[src/rtl/change_dispenser.sv]
`default_nettype none
// ============================================================================
// Module   : change_dispenser
// Purpose  : Splits a change amount greedily into 20/10/5/2/1 coins and
//            presents them one at a time over a valid/ready handshake.
// Revision : 1.0 - initial release
// ============================================================================
module change_dispenser (
  input  logic       clock,
  input  logic       reset,
  input  logic [4:0] moneyToGive,
  input  logic       coinReady,
  output logic       coinValid,
  output logic [4:0] coinValue,
  output logic       busy,
  output logic       done,
  output logic [2:0] coinsGiven
);

  localparam logic [4:0] C_NO_CHANGE = 5'd31;

  typedef enum logic [1:0] {
    ST_IDLE       = 2'd0,
    ST_DISPENSE   = 2'd1,
    ST_DONE       = 2'd2,
    ST_WAIT_CLEAR = 2'd3
  } state_t;

  state_t     state_q, state_d;
  logic [4:0] remaining_q, remaining_d;
  logic       coin_valid_q, coin_valid_d;
  logic [4:0] coin_value_q, coin_value_d;
  logic       busy_q, busy_d;
  logic       done_q, done_d;
  logic [2:0] coins_given_q, coins_given_d;
  logic [4:0] w_new_remaining;

  function automatic logic [4:0] greedy(input logic [4:0] r);
    if      (r >= 5'd20) greedy = 5'd20;
    else if (r >= 5'd10) greedy = 5'd10;
    else if (r >= 5'd5)  greedy = 5'd5;
    else if (r >= 5'd2)  greedy = 5'd2;
    else                 greedy = r;
  endfunction

  // Greedy selection keeps coin_value_q <= remaining_q, so this never wraps.
  assign w_new_remaining = remaining_q - coin_value_q;

  always_comb begin
    state_d       = state_q;
    remaining_d   = remaining_q;
    coin_valid_d  = coin_valid_q;
    coin_value_d  = coin_value_q;
    busy_d        = busy_q;
    done_d        = 1'b0;
    coins_given_d = coins_given_q;

    case (state_q)
      ST_IDLE: begin
        coin_valid_d = 1'b0;
        coin_value_d = 5'd0;
        busy_d       = 1'b0;
        if (moneyToGive == C_NO_CHANGE) begin
          coins_given_d = 3'd0;
          done_d        = 1'b1;
          state_d       = ST_DONE;
        end else if (moneyToGive != 5'd0) begin
          remaining_d   = moneyToGive;
          coin_value_d  = greedy(moneyToGive);
          coin_valid_d  = 1'b1;
          busy_d        = 1'b1;
          coins_given_d = 3'd0;
          state_d       = ST_DISPENSE;
        end
      end

      ST_DISPENSE: begin
        if (coinReady) begin
          remaining_d   = w_new_remaining;
          coins_given_d = coins_given_q + 3'd1;
          if (w_new_remaining == 5'd0) begin
            coin_valid_d = 1'b0;
            coin_value_d = 5'd0;
            busy_d       = 1'b0;
            done_d       = 1'b1;
            state_d      = ST_DONE;
          end else begin
            coin_value_d = greedy(w_new_remaining);
          end
        end
      end

      ST_DONE: begin
        state_d = ST_WAIT_CLEAR;
      end

      ST_WAIT_CLEAR: begin
        // A held nonzero code must not start a second transaction.
        if (moneyToGive == 5'd0) state_d = ST_IDLE;
      end

      default: state_d = ST_IDLE;
    endcase
  end

  always_ff @(posedge clock) begin
    if (reset) begin
      state_q       <= ST_IDLE;
      remaining_q   <= 5'd0;
      coin_valid_q  <= 1'b0;
      coin_value_q  <= 5'd0;
      busy_q        <= 1'b0;
      done_q        <= 1'b0;
      coins_given_q <= 3'd0;
    end else begin
      state_q       <= state_d;
      remaining_q   <= remaining_d;
      coin_valid_q  <= coin_valid_d;
      coin_value_q  <= coin_value_d;
      busy_q        <= busy_d;
      done_q        <= done_d;
      coins_given_q <= coins_given_d;
    end
  end

  assign coinValid  = coin_valid_q;
  assign coinValue  = coin_value_q;
  assign busy       = busy_q;
  assign done       = done_q;
  assign coinsGiven = coins_given_q;

endmodule
`default_nettype wire

[config.mk]
export PLATFORM = sky130hd
export DESIGN_NAME = change_dispenser
export DESIGN_NICKNAME = d
export VERILOG_FILES = /design/src/rtl/change_dispenser.sv
export SDC_FILE = /design/constraint.sdc
export NUM_CORES = 1
export LEC_CHECK = 0
export ABC_CLOCK_PERIOD_IN_PS = 3450
export CAP_MARGIN = 20
export CORE_MARGIN = 2
export CORE_UTILIZATION = 55
export CTS_BUF_LIST = sky130_fd_sc_hd__clkbuf_4 sky130_fd_sc_hd__clkbuf_8 sky130_fd_sc_hd__clkbuf_16
export DETAILED_ROUTE_END_ITERATION = 8
export PLACE_DENSITY = 0.8
export SETUP_SLACK_MARGIN = 0.5
export SKIP_CTS_REPAIR_TIMING = 1
export SYNTH_ARGS = -nofsm -noshare
export SYNTH_HDL_FRONTEND = slang
export SYNTH_SLANG_ARGS = --single-unit
[constraint.sdc]
create_clock -name clock -period 3.45 [get_ports clock]
set_input_delay 0.345 -clock clock [delete_from_list [all_inputs] [get_ports clock]]
set_output_delay 0.345 -clock clock [all_outputs]
set_load 0.01 [all_outputs]
==> results of run 1 <==
==> through the flow <==
| step | utilization [%] | power (W) | instances |
|---|---|---|---|
| global route | 65.63 | 0.001870 | 224 |
| global placement | 64.49 | 0.001538 | 220 |
| finish | 65.63 | 0.001712 | 224 |
| floorplan | - | 0.001262 | 180 |
| detailed placement | 64.49 | 0.001585 | 220 |
| CTS | 65.63 | 0.001705 | 224 |
==> kinds of logic (layout without fill, tap and decap cells) <==
group           Yosys count  count (layout)
xor+xnor                  8               8
flops                    17              17
mux                       4               4
fa+ha+maj                10              10
buf+inv                  22              36
compound gates           51              51
simple gates             68              68
==> critical path, delay by kind of cell, from the launching register on <==
kind	cells	cell delay (ps)
xor+xnor	1	220
flops	1	380
fa+ha+maj	2	660
buf+inv	1	50
simple gates	3	790
compound gates	2	260
==> cells in the final DEF, fill, tap and decap left out, types with 4 or more instances in the layout <==
master	n
nand2_1	14
nor2b_1	4
dfxtp_1	17
nor3_1	9
a21oi_1	14
o21ai_0	11
ha_1	9
inv_1	12
clkdlybuf4s50_1	18
a211oi_1	7
nor2_1	25
==> state kept, by name, summed over array words and instances, names as in the netlist <==
name and flops:
coinValue 5, remaining_q 5, coinsGiven 3, state_q 2
busy 1, done 1
==> power breakdown <==
part           total (W)  switching, W  internal [W]
clock           0.000114     0.0000711     0.0000432
sequential      0.000322     0.0000538      0.000268
combinational    0.00128      0.000769      0.000507
total            0.00171      0.000893      0.000819
==> cell type report <==
type	count	area, um2	area share, %
clock buffer	3	22.52	1.424
clock inverter	1	5.005	0.3165
inverter	12	45.04	2.848
multi-input combinational	141	935.9	59.18
sequential	17	340.3	21.52
tap	30	37.54	2.373
timing repair buffer	20	195.2	12.34
==> worst paths after layout <==
path,start,to,slack (ps),cells past startpoint
worst max-delay path,coinValue[0]$_SDFFE_PP0P_,busy$_SDFFE_PP0P_,960,9
worst min-delay path,coinsGiven[1]$_SDFFE_PP0P_,coinsGiven[1]$_SDFFE_PP0P_,500,2
worst max register to register,coinValue[0]$_SDFFE_PP0P_,busy$_SDFFE_PP0P_,960,9
worst min register to register,coinsGiven[1]$_SDFFE_PP0P_,coinsGiven[1]$_SDFFE_PP0P_,500,2
==> metal layers <==
layer	GRT usage, %	vias to the layer above	share of wire [%]
met2	41.87	60	46
met4	8.974	0	1.5
li1	-	669	-
met5	0	-	0
met3	2.500	7	6.3
met1	31.97	630	46
==> flow_summary.yaml, run 1 <==
run_status:
  status: "finished clean"
worst_setup_path:
  cp-start-kind: "flop"
  crit_path_max_fanout: 9
  crit_chain: "ha_1 -> inv_1 -> fa_1 -> nand2_1 -> a21oi_2 -> xnor2_2 -> or4b_1 -> a31oi_1 -> nor2_1"
  cp.required_ps: 3620
  path_class: "flop to flop"
  critPathMaxStageDelay_ps: 570
  crit_arrival_ps: 2660
  cp_slowest_cell: "or4b_1"
  crit_path_end_kind: "flop"
detailed_routing:
  drtAntennaViolNets: 0
  wirelength_um: 3167
  vias: 1366
  avgViaCountPerCell: 6.098
  dr.pass1.iters: 4
  drc: 0
  drt-initial-drc-count: 48
  wl_per_cell_um: 14.14
logic_synthesis:
  synth_mux_area_share_pct: 3.019
  synth_compound_area_share_pct: 24.79
  synth_adder_area_share_pct: 9.698
  synth_largest_area_cell: "dfxtp_1"
  synth_area_per_cell_um2: 7.598
  synth_top_area_share_pct: 24.89
  synth_top_family_by_area: "compound AO/OA/AOI/OAI gates"
  ys_top_cells_by_area: "dfxtp_1 (25%), ha_1 (8.2%), nor2_1 (6.9%)"
  yosysWarnings: 0
  synth_edf_count: 0
  synthDistinctLibCells: 50
  yosysSeqAreaShare_pct: 24.89
  synthFlopType: "dfxtp_1"
  synth_most_common_cell: "nor2_1"
  ys_ff_latch: 17
  synth-simple-area-share_pct: 24.70
  async_flop_share_pct: 0
  synth-xor-area-share_pct: 6.221
  synth_nets: 198
  synthTopCellsByCount: "nor2_1 (25), dfxtp_1 (17), a21oi_1 (14), nand2_1 (14), inv_1 (12)"
  synthCells: 180
  syn_area_mm2: 0.001368
hold_path:
  min_path_type: "flop to flop"
floorplan:
  die_y_um: 53.87
  die_w_um: 53.87
  placementRows: 18
  die-area_mm2: 0.002901
  ios: 19
  core_area_mm2: 0.002410
  start_util_pct: 56.75
clock_network:
  clkTransAtPathRegs_ps: 110
  numCtsBuffers: 3
  cts_tree: "done"
  htreeDepth: 1
  root_buffer: "clkbuf_4"
  cts.path.max_buffers: 2
  worstSkewPairLatency_ps: 300
  cts.sinks: 17
global_route:
  grt_pass1_wl_um: 5168
  grt_max_degree: 25
  grt_overflow_total: 0
  first_global_vias: 1175
  antenna_found_initial: 0
  track_usage_pct: 24.61
placement:
  port-buffer-count: 18
  hpwl_um: 2428
  placed_cell_area_mm2: 0.001554
  gp_congestion: 0.8962
  preCtsSetupSlack_ps: 972.5
sta:
  period_share_pct: 72.17
  finalMaxSlewViolations: 0
  finalHoldViolCount: 0
  min_period_ps: 2490
  fin_tns_setup_ps: 0
  timing.fmax_mhz: 401.6
  fin_skew_ps: 0.9152
  rsz0062_at_grt: "false"
  slew_headroom_pct: 49.22
  setup_ws_ps: 960.0
  setup_viol: 0
  holdWs_ps: 500.8
  worstMarginPinSlew_ps: 759.3
cells_and_area:
  drive_above_1_share_pct: 7.216
  fillers: 222
  fin_nets: 213
  syn2layout_area_growth_pct: 15.65
  antenna-diode-count: 0
  final_area_mm2: 0.001582
power_and_ir_drop:
  powerDensity_mw_per_mm2: 1083
  ir_drop_mv: 0.5579
  leakage_nw: 0.6229
job:
  drv_cap: 0
Note: power is estimated with default switching activity, not from simulation.
==> run 2, diff against run 1 <==
--- a/config.mk
+++ b/config.mk
@@ -5,13 +5,13 @@
 export SDC_FILE = /design/constraint.sdc
 export NUM_CORES = 1
 export LEC_CHECK = 0
-export ABC_CLOCK_PERIOD_IN_PS = 3450
+export ABC_CLOCK_PERIOD_IN_PS = 2100
 export CAP_MARGIN = 20
 export CORE_MARGIN = 2
-export CORE_UTILIZATION = 55
+export CORE_UTILIZATION = 49
 export CTS_BUF_LIST = sky130_fd_sc_hd__clkbuf_4 sky130_fd_sc_hd__clkbuf_8 sky130_fd_sc_hd__clkbuf_16
 export DETAILED_ROUTE_END_ITERATION = 8
-export PLACE_DENSITY = 0.8
+export PLACE_DENSITY = 0.76
 export SETUP_SLACK_MARGIN = 0.5
 export SKIP_CTS_REPAIR_TIMING = 1
 export SYNTH_ARGS = -nofsm -noshare
==> constraint.sdc (replaced) <==
create_clock -name clock -period 2.1 [get_ports clock]
set_input_delay 0.21 -clock clock [delete_from_list [all_inputs] [get_ports clock]]
set_output_delay 0.21 -clock clock [all_outputs]
set_load 0.01 [all_outputs]
==> run 2 against run 1 <==
Net effect:
- register-to-register slack got worse by 1200 ps
- worst hold slack got worse by 3.2 ps
- final cell count grew 19%
- routed wire length grew 48%
- global-route usage shrank 0.45 points
- critical path depth up 2
- the run now ends with negative setup slack left
- non-clock buffer count increased by 42
- clock-buffer cell count up 1
- die area is 11% higher
==> flow_summary.yaml, run 2 (synthesis results as in run 1) <==
worst_setup_path:
  cp.depth: 11
  crit_arrival_ps: 2520
  r2r_end: "coinValue[3]$_SDFFE_PP0P_"
  rr_worst_depth: 11
  cp.required_ps: 2300
  crit_path_end_kind: "flop"
  reg2reg_slack_ps: -220
  crit_buf_inv: 3
  reg2reg_from: "remaining_q[0]$_SDFFE_PP0P_"
  crit_chain: "inv_2 -> ha_4 -> inv_2 -> fa_2 -> nand2_4 -> a21oi_4 -> xnor2_4 -> buf_6 -> o211ai_1 -> o21ai_1 -> a2111oi_2"
  path_class: "flop to flop"
  path_common_cell: "inv_2"
  cp-start-kind: "flop"
  cp_slowest_cell: "fa_2"
  crit_path_max_fanout: 4
  path_delay_family: "compound AO/OA/AOI/OAI gates"
  critPathMaxStageDelay_ps: 440
global_route:
  grt_overflow_total: 0
  first_global_vias: 1386
  track_usage_pct: 24.16
  antenna_found_initial: 0
  grt_pass1_wl_um: 6196
  grt_max_degree: 12
detailed_routing:
  drtAntennaViolNets: 0
  wl_per_cell_um: 17.58
  wirelength_um: 4694
  drc: 0
  vias: 1632
  avgViaCountPerCell: 6.112
  drt-initial-drc-count: 82
  dr.pass1.iters: 4
sta:
  slew_headroom_pct: 68.70
  min_period_ps: 2316
  rsz0062_at_grt: "true"
  setup_ws_ps: -216.0
  timing.fmax_mhz: 431.8
  fin_skew_ps: 22.48
  period_share_pct: 110.3
  setup_viol: 9
  finalMaxSlewViolations: 0
  worstMarginPinSlew_ps: 469.0
  fin_tns_setup_ps: -1240
  finalHoldViolCount: 0
cells_and_area:
  final_common_cell: "buf_4"
  layout_common_cells: "buf_4 (38), nor2_1 (19), clkdlybuf4s50_1 (18)"
  syn2layout_area_growth_pct: 59.47
  antenna-diode-count: 0
  fin_nets: 255
  drive_above_1_share_pct: 39.83
clock_network:
  clkTransAtPathRegs_ps: 90
  cts_tree: "done"
  numCtsBuffers: 3
  cts.path.max_buffers: 2
  htreeDepth: 1
  worstSkewPairLatency_ps: 320
  root_buffer: "clkbuf_4"
  cts.sinks: 17
floorplan:
  start_util_pct: 50.46
  die_w_um: 56.83
  ios: 19
  die-area_mm2: 0.003230
  core_area_mm2: 0.002710
  die_y_um: 56.83
  placementRows: 19
hold_path:
  hold-path-endpoint: "remaining_q[0]$_SDFFE_PP0P_"
  holdCritStartpoint: "remaining_q[0]$_SDFFE_PP0P_"
  min_path_type: "flop to flop"
  hold_path_depth: 2
job:
  drv_cap: 0
run_status:
  status: "complete, but fails checks"
  failed_checks: "negative setup slack"
placement:
  gp_congestion: 0.8222
  hpwl_um: 2890
  port-buffer-count: 18
-- run 2: cell types whose count changed in the layout (fill, tap and decap cells not counted), sizes merged --
cell,delta
buf,+42
clkbuf,+1
clkinv,-1
-- run 2: tightest hold or removal path: stages (launching register included) --
cell and delay, ps:
dfxtp_2 340, a21oi_1 60, nor2_1 70
-- run 2: worst max path at each step --
| stage | endpoint | start | slack (ps) |
|---|---|---|---|
| 2_1_floorplan | state_q[0]$_SDFFE_PP0P_ | coinValue[0]$_SDFFE_PP0P_ | -30 |
| 3_3_place_gp | state_q[0]$_SDFFE_PP0P_ | remaining_q[0]$_SDFFE_PP0P_ | -30 |
| 3_5_place_dp | state_q[1]$_SDFFE_PP0P_ | remaining_q[0]$_SDFFE_PP0P_ | -120 |
| 4_1_cts | state_q[1]$_SDFFE_PP0P_ | remaining_q[0]$_SDFFE_PP0P_ | -120 |
| 5_1_grt | coinValue[3]$_SDFFE_PP0P_ | remaining_q[0]$_SDFFE_PP0P_ | -310 |
| 6_report | coinValue[3]$_SDFFE_PP0P_ | remaining_q[0]$_SDFFE_PP0P_ | -220 |
-- run 2: area by class of cell --
class | count | area, um2
Sequential cell | 17 | 355.3
Timing Repair Buffer | 62 | 533.0
Tap cell | 31 | 38.79
Fill cell | 166 | 529.3
Clock buffer | 4 | 30.03
Inverter | 12 | 52.55
Multi-Input combinational cell | 141 | 1171
-- run 2: per-layer routing --
metal  up-vias  global-route usage (%)  wire length (um)
met5         -                       0                 0
met4         0                   7.641               147
li1        756                       -                 -
met3        14                   4.839               303
met2        85                   42.03              2343
met1       777                   29.72              1899
-- run 2: per-stage QoR --
stage | hold WS, ps | instances | cell area (um2) | utilization, % | worst slack, ps
global route | 517.3 | 267 | 2181 | 80.47 | -314.3
global placement | 469.8 | 246 | 1857 | 68.51 | -34.93
finish | 497.6 | 267 | 2181 | 80.47 | -216.0
CTS | 504.1 | 250 | 1887 | 69.62 | -120.6
floorplan | 395.0 | 180 | 1490 | - | -33.93
detailed placement | 484.1 | 246 | 1857 | 68.51 | -115.0
Power of run 2 is left out: the tool's default activity adds up to more than one toggle a clock period on the data nets, which glitch-free logic cannot reach.
==> run 3, diff against run 2 <==
--- a/config.mk
+++ b/config.mk
@@ -9,7 +9,6 @@
 export CAP_MARGIN = 20
 export CORE_MARGIN = 2
 export CORE_UTILIZATION = 49
-export CTS_BUF_LIST = sky130_fd_sc_hd__clkbuf_4 sky130_fd_sc_hd__clkbuf_8 sky130_fd_sc_hd__clkbuf_16
 export DETAILED_ROUTE_END_ITERATION = 8
 export PLACE_DENSITY = 0.76
 export SETUP_SLACK_MARGIN = 0.5
==> run 3 against run 2 <==
Net effect:
- routed wire length shrank 1.5%
- final cell count unchanged
- the run still ends with negative setup slack left
- worst hold slack improved by 1.8 ps
- sequential share of layout area hardly changed
- sequential cell count unchanged
- fmax rose by 0.64%
- clock skew is 2.4 ps lower
==> flow_summary.yaml, run 3 (synthesis results as in run 1) <==
sta:
  setup_ws_ps: -201.3
  fin_skew_ps: 20.10
  period_share_pct: 109.6
  min_period_ps: 2301
  holdWs_ps: 499.4
  slew_headroom_pct: 71.91
  finalHoldViolCount: 0
  rsz0062_at_grt: "true"
  worstMarginPinSlew_ps: 421.0
  setup_viol: 9
  finalMaxSlewViolations: 0
  timing.fmax_mhz: 434.5
worst_setup_path:
  path_class: "flop to flop"
  r2r_end: "state_q[0]$_SDFFE_PP0P_"
  cp.required_ps: 2330
  crit_arrival_ps: 2530
  reg2reg_from: "remaining_q[0]$_SDFFE_PP0P_"
  cp-start-kind: "flop"
  reg2reg_slack_ps: -200
  worstSetupEndpoint: "state_q[0]$_SDFFE_PP0P_"
  rr_worst_depth: 11
  crit_path_end_kind: "flop"
  cp-startpoint: "remaining_q[0]$_SDFFE_PP0P_"
  crit_path_max_fanout: 4
global_route:
  grt_overflow_total: 0
  first_global_vias: 1380
  grt_max_degree: 12
  antenna_found_initial: 0
  track_usage_pct: 24.11
  grt_pass1_wl_um: 6196
floorplan:
  placementRows: 19
  start_util_pct: 50.46
  die_y_um: 56.83
  die-area_mm2: 0.003230
  die_w_um: 56.83
  core_area_mm2: 0.002710
  ios: 19
placement:
  port-buffer-count: 18
  gp_congestion: 0.8222
  hpwl_um: 2890
hold_path:
  min_path_type: "flop to flop"
detailed_routing:
  vias: 1608
  avgViaCountPerCell: 6.022
  wl_per_cell_um: 17.31
  drtAntennaViolNets: 0
  wirelength_um: 4622
  dr.pass1.iters: 4
  drc: 0
  drt-initial-drc-count: 101
clock_network:
  cts.sinks: 17
  numCtsBuffers: 3
  worstSkewPairLatency_ps: 320
  clkTransAtPathRegs_ps: 120
  cts_tree: "done"
  htreeDepth: 1
  cts.path.max_buffers: 2
  root_buffer: "clkbuf_4"
run_status:
  status: "complete, but fails checks"
  failed_checks: "negative setup slack"
cells_and_area:
  fillers: 164
  layout_common_cells: "buf_4 (38), nor2_1 (19), clkdlybuf4s50_1 (18)"
  drive_above_1_share_pct: 39.41
  final_common_cell: "buf_4"
  fin_nets: 255
  syn2layout_area_growth_pct: 59.19
  antenna-diode-count: 0
job:
  drv_cap: 0
run 3: cell types whose count changed in the layout (fill, tap and decap cells not counted):
cell and delta:
clkbuf_4 -1, clkbuf_1 +1
run 3: routing by layer:
layer | GRT usage, % | vias to the layer above | part of all wire, %
met3 | 4.378 | 13 | 6.0
met2 | 42.19 | 82 | 51
li1 | - | 757 | -
met4 | 6.977 | 0 | 2.2
met5 | 0 | - | 0
met1 | 30.00 | 756 | 41
run 3: cell type report:
type	count	area [um2]	area share, %
tap	31	38.79	1.782
clock buffer	4	26.28	1.207
inverter	12	52.55	2.414
sequential	17	355.3	16.32
multi-input combinational	141	1171	53.79
timing repair buffer	62	533.0	24.48
run 3: worst min-delay path by stage:
stage                           startpoint                           to  slack (ps)  cells past startpoint
5_1_grt        remaining_q[0]$_SDFFE_PP0P_  remaining_q[0]$_SDFFE_PP0P_         520                      2
3_3_place_gp   remaining_q[0]$_SDFFE_PP0P_  remaining_q[0]$_SDFFE_PP0P_         470                      2
6_report       remaining_q[0]$_SDFFE_PP0P_  remaining_q[0]$_SDFFE_PP0P_         500                      2
2_1_floorplan                        reset      state_q[0]$_SDFFE_PP0P_         400                      2
3_5_place_dp   remaining_q[0]$_SDFFE_PP0P_  remaining_q[0]$_SDFFE_PP0P_         480                      2
4_1_cts         coinsGiven[1]$_SDFFE_PP0P_   coinsGiven[1]$_SDFFE_PP0P_         500                      2
run 3: worst max-delay path, cell delays in order, from the launching register on:
cell	delay, ps
dfxtp_2	330
inv_2	50
ha_4	120
inv_2	40
fa_2	430
nand2_4	110
a21oi_4	70
xnor2_4	150
buf_4	160
o21a_1	200
or4_1	480
o31ai_1	90
run 3: metrics by stage:
| stage | TNS (ps) | utilization, % | setup WS [ps] | instance area (um2) | std cells |
|---|---|---|---|---|---|
| finish | -1083 | 80.33 | -201.3 | 2177 | 267 |
| global route | -2041 | 80.33 | -299.7 | 2177 | 267 |
| CTS | -546.3 | 69.48 | -121.6 | 1883 | 250 |
| detailed placement | -389.6 | 68.51 | -115.0 | 1857 | 246 |
| global placement | -44.82 | 68.51 | -34.93 | 1857 | 246 |
| floorplan | -62.92 | - | -33.93 | 1490 | 180 |
Power of run 3 is left out for the same reason.
